## src/rtl/regfile_scoreboard.sv

```systemverilog
// Parametrised integer register file with per-register busy scoreboard.
// Optional write-first read forwarding: define REGFILE_BYPASS_EN.
module regfile_scoreboard #(
    parameter int XLEN  = 32,
    parameter int NREGS = 32,
    parameter int AW    = 5,
    parameter int NRD   = 2
) (
    input  logic                clk,
    input  logic                rst,
    input  logic                we,
    input  logic [AW-1:0]       wa,
    input  logic [XLEN-1:0]     wd,
    input  logic [NRD*AW-1:0]   ra,
    output logic [NRD*XLEN-1:0] rd,
    output logic [NRD-1:0]      rd_busy,
    input  logic                issue_valid,
    input  logic [AW-1:0]       issue_rd,
    output logic                issue_ready,
    output logic [AW:0]         busy_count
);

    logic [XLEN-1:0]  mem [NREGS];
    logic [NREGS-1:0] busy;
    logic             wr_en;
    logic             set_busy;
    logic             clr_busy;

    assign wr_en       = we && (wa != '0);
    assign issue_ready = (issue_rd == '0) || !busy[issue_rd]
                       || (we && (wa == issue_rd));
    assign set_busy    = issue_valid && issue_ready && (issue_rd != '0);
    assign clr_busy    = wr_en && busy[wa];

    // Set is applied after clear so a same-register collision stays busy.
    always_ff @(posedge clk) begin
        if (rst) begin
            for (int i = 0; i < NREGS; i++) begin
                mem[i] <= '0;
            end
            busy       <= '0;
            busy_count <= '0;
        end else begin
            if (wr_en) begin
                mem[wa]  <= wd;
                busy[wa] <= 1'b0;
            end
            if (set_busy) begin
                busy[issue_rd] <= 1'b1;
            end
            busy_count <= busy_count + {{AW{1'b0}}, set_busy}
                                     - {{AW{1'b0}}, clr_busy};
        end
    end

    for (genvar k = 0; k < NRD; k++) begin : g_rd
        logic [AW-1:0] a;
        logic          hit;

        assign a   = ra[k*AW +: AW];
        assign hit = wr_en && (wa == a);

`ifdef REGFILE_BYPASS_EN
        assign rd[k*XLEN +: XLEN] = hit ? wd : mem[a];
`else
        assign rd[k*XLEN +: XLEN] = mem[a];
`endif
        assign rd_busy[k] = busy[a] && !hit;
    end

endmodule

```

## config.mk

```make
export PLATFORM = sky130hd
export DESIGN_NAME = regfile_scoreboard
export DESIGN_NICKNAME = d
export VERILOG_FILES = /design/src/rtl/regfile_scoreboard.sv
export SDC_FILE = /design/constraint.sdc
export NUM_CORES = 2
export LEC_CHECK = 0
export CAP_MARGIN = 10
export CORE_ASPECT_RATIO = 1.75
export CORE_MARGIN = 2
export CORE_UTILIZATION = 40
export DETAILED_ROUTE_END_ITERATION = 10
export PLACE_DENSITY = 0.62
export SKIP_CTS_REPAIR_TIMING = 1
export SKIP_LAST_GASP = 1
export SLEW_MARGIN = 20
export SYNTH_ARGS = -nofsm -noshare
export SYNTH_HDL_FRONTEND = slang
export SYNTH_SLANG_ARGS = --single-unit
export TNS_END_PERCENT = 5
```

## constraint.sdc

```tcl
create_clock -name clk -period 4.2 [get_ports clk]
set_input_delay 0.42 -clock clk [delete_from_list [all_inputs] [get_ports clk]]
set_output_delay 0.42 -clock clk [all_outputs]
set_load 0.01 [all_outputs]
```

==> impl_metrics.toml <==
[outcome]
status = "finished clean"

[pwr]
ir_drop_mv = 0.310
p_switching_w = 0.00635
p_sw_frac = 0.250
share_comb_of_total_power = 0.142
p_per_area_mw_per_mm2 = 390
intPower_w = 0.0191
clk_pwr_share = 0.367
seq_power_share = 0.491
p_leak_nw = 21.8

[worst_setup_path]
worstPathMaxFanout = 51
setup.worst_path.start_class = "primary input"
worst-setup-path-type = "primary input to primary output"
critical_path_required_ns = 3.78
critical_path_arrival_ns = 3.12
setup.worst_path.end_class = "primary output"

[drt]
routed_wl_um = 202000
route.vias.total = 34300
avgRoutedWirePerCell_um = 37.0
antenna_violation_net_count_after_detailed_routing = 0
route.detailed.vias_per_inst = 6.27
drt_iter0_drc = 4135
drt_pass1_iterations = 6
drc = 0

[synthesis]
synth_sequential_area_ratio = 0.553
post-synth-top-area-cell = "sky130_fd_sc_hd__edfxtp_1"
synth_async_sr_flop_share = 0
synth_area_mm2 = 0.0570
syn_area_per_cell_um2 = 16.5
netlist_top_cells_area = "sky130_fd_sc_hd__edfxtp_1 54%, sky130_fd_sc_hd__mux4_2 26%, sky130_fd_sc_hd__and2_1 11%"
synthDominantCellAreaShare = 0.540
synth_cell_type_count = 51
simple_gate_area_share_of_the_yosys_netlist = 0.121
synth-main-ff-cell = "sky130_fd_sc_hd__edfxtp_1"
syn-instance-count = 3454
ys_seq_elements = 1062
ys_warn_count = 0
synth-adder-area-share = 0.00167
synth_compound_area_frac = 0.0112
post_synth_xor_xnor_area = 0.00308
synthMuxAreaShare = 0.280
synth_edf_count = 1024
dominant_combinational_cell_family_by_area_after_synthesis = "multiplexers"

[floorplan]
placement_rows = 183
die_h_um = 503
initial_utilization = 0.402
die_area_mm2 = 0.146
dieWidth_um = 289
floorplan.core_area_mm2 = 0.142
io_pins = 129

[sta]
hold_viol = 0
slew-limit-headroom = 0.236
grt_setup_unrepaired = "no"
setup_viol = 0
total_negative_setup_slacks_ns = 0
finalMaxSlewViolations = 0
timing.hold.ws_ns = 0.0318
timing_worst_slew_pin_value_ns = 1.14
finalCritPeriodShare = 0.842
fin_skew_ns = 0.0111
period_minus_slack_ns = 3.54
timing.final.ws_setup_ns = 0.663
fmax_mhz = 283

[finish]
stdcell_count = 5463
number_of_nets_in_the_finished_design = 3581
sequential_cell_area_mm2 = 0.0315
fin_util = 0.459
fill_count = 12000
multi_input_comb_area_mm2 = 0.0241
final_layout_size_suffix_gt1_frac = 0.317
areaGrowthSynthToFinish_pct = 14.3

[grt]
via_count_of_the_first_global_routing_pass = 35900
grt_pass1_wl_um = 279000
gr-usage-all-layers = 0.281
grt_antenna_before_repair = 28
grt.met1_usage = 0.320
grt.overflow.total = 0
grt_most_used_layer = "met2"
use_met2 = 0.489
groute.layer.met3.usage = 0.0592
grt_max_degree = 52

[clock_network]
cts_num_sinks = 1062
clock_tree_from_tritoncts = "built"
clock_path_buffers = 3
clk_latency_ns = 0.73
htreeDepth = 3
root_buffer = "sky130_fd_sc_hd__clkbuf_16"
cts-buffers-inserted = 96
clk_pin_slew_worst_paths_ns = 0.07

[placed_design]
finalWeightedCongestion = 0.874
port_buffers = 128
post-place-cells = 5270
detailed_place_hpwl_um = 122000
placement.setup.worst_slack_ns = 0.234

[hold_path]
min-delay-path-class = "primary input to register"

[job]
maxCapViolCount = 0
==> path summary, 6_finish.rpt <==
path | start | to | slack (ns) | cells past startpoint
setup / recovery | ra[0] | rd[30] | 0.66 | 6
hold / removal | rst | busy_count[0]$_SDFF_PP0_ | 0.03 | 2
hold reg to reg | busy[31]$_SDFF_PP0_ | busy[31]$_SDFF_PP0_ | 0.53 | 2
setup reg to reg | busy[5]$_SDFF_PP0_ | busy_count[4]$_SDFF_PP0_ | 0.96 | 13
==> power groups by stage <==
stage                     registers (W)  logic (W)  clock network (W)
after global placement           0.0126    0.00360                  0
final                            0.0125    0.00360            0.00933
after floorplan                  0.0126    0.00212                  0
after detailed placement         0.0127    0.00360                  0
after CTS                        0.0125    0.00361            0.00938
after global routing             0.0125    0.00373            0.00973
==> sequential cells by signal, indices dropped and copies added, names as in the netlist <==
signal / flops
mem: 1024
busy: 32
busy_count: 6
==> layer usage <==
layer,vias to the layer above,part of all wire
met2,1958,0.52
met3,571,0.087
met4,14,0.062
met1,18200,0.33
met5,-,0.00042
li1,13500,-
==> critical path, stage by stage <==
cell	delay, ns
sky130_fd_sc_hd__buf_8	0.21
sky130_fd_sc_hd__buf_12	0.41
sky130_fd_sc_hd__mux4_2	0.61
sky130_fd_sc_hd__mux4_2	0.57
sky130_fd_sc_hd__mux2_2	0.30
sky130_fd_sc_hd__clkdlybuf4s50_1	0.48
==> cell usage after synthesis (all sizes together) (2+ instances only) <==
master,count
dfxtp,38
inv,39
mux4,668
and3,3
clkbuf,282
o22ai,16
a21oi,10
a31oi,3
mux2,64
o221ai,8
nor2,46
or2,2
or3,8
nand3,7
or3b,8
xor2,10
edfxtp,1024
and2,993
a21o,24
o32ai,7
nand4b,2
ha,6
nand2,15
a32o,3
nor3b,2
buf,94
a21boi,2
a22o,7
nor3,5
nand3b,8
a221oi,2
nor2b,5
nor4,2
mux2i,18
xnor2,10
nand2b,2
==> cells by family (layout without fill, tap and decap cells) <==
logic type      after synthesis  count (layout)
simple gates               1112            1112
flops                      1062            1062
mux                         750             750
buf+inv                     416             530
compound gates               86              86
xor+xnor                     20              20
fa+ha+maj                     7               7
other cells                   1              46
==> stage by stage <==
step                      total power [W]  area, µm²
after global routing               0.0260      65100
final                              0.0254      65100
after floorplan                    0.0147      57100
after detailed placement           0.0163      61900
after global placement             0.0162      61900
after CTS                          0.0255      65100
==> layout by cell type (no fill, tap or decap), types with 13 or more instances in the layout <==
master / synthesis / final
sky130_fd_sc_hd__edfxtp_1: 1024 / 1024
sky130_fd_sc_hd__diode_2: 0 / 14
sky130_fd_sc_hd__mux2i_1: 18 / 18
sky130_fd_sc_hd__nor2_4: 0 / 30
sky130_fd_sc_hd__buf_12: 0 / 90
sky130_fd_sc_hd__bufinv_16: 0 / 13
sky130_fd_sc_hd__clkinv_1: 1 / 23
sky130_fd_sc_hd__clkbuf_1: 282 / 19
sky130_fd_sc_hd__mux4_2: 668 / 668
sky130_fd_sc_hd__and2_1: 993 / 993
sky130_fd_sc_hd__nand2_1: 14 / 14
sky130_fd_sc_hd__buf_4: 10 / 98
sky130_fd_sc_hd__clkdlybuf4s50_1: 0 / 117
sky130_fd_sc_hd__a21o_2: 0 / 23
sky130_fd_sc_hd__o22ai_1: 16 / 16
sky130_fd_sc_hd__mux2_2: 64 / 64
sky130_fd_sc_hd__inv_1: 39 / 32
sky130_fd_sc_hd__dfxtp_1: 38 / 38
sky130_fd_sc_hd__nor2_1: 46 / 16
sky130_fd_sc_hd__conb_1: 1 / 32
sky130_fd_sc_hd__clkbuf_16: 0 / 98
==> final cells by class <==
class,count,share of cell area
Clock buffer,117,0.0388
Multi-Input combinational cell,2007,0.370
Inverter,40,0.00231
Sequential cell,1062,0.484
Tap cell,1850,0.0355
Timing Repair Buffer,311,0.0582
Clock inverter,62,0.0107
Antenna cell,14,0.000538
Note: power is estimated with default switching activity, not from simulation.
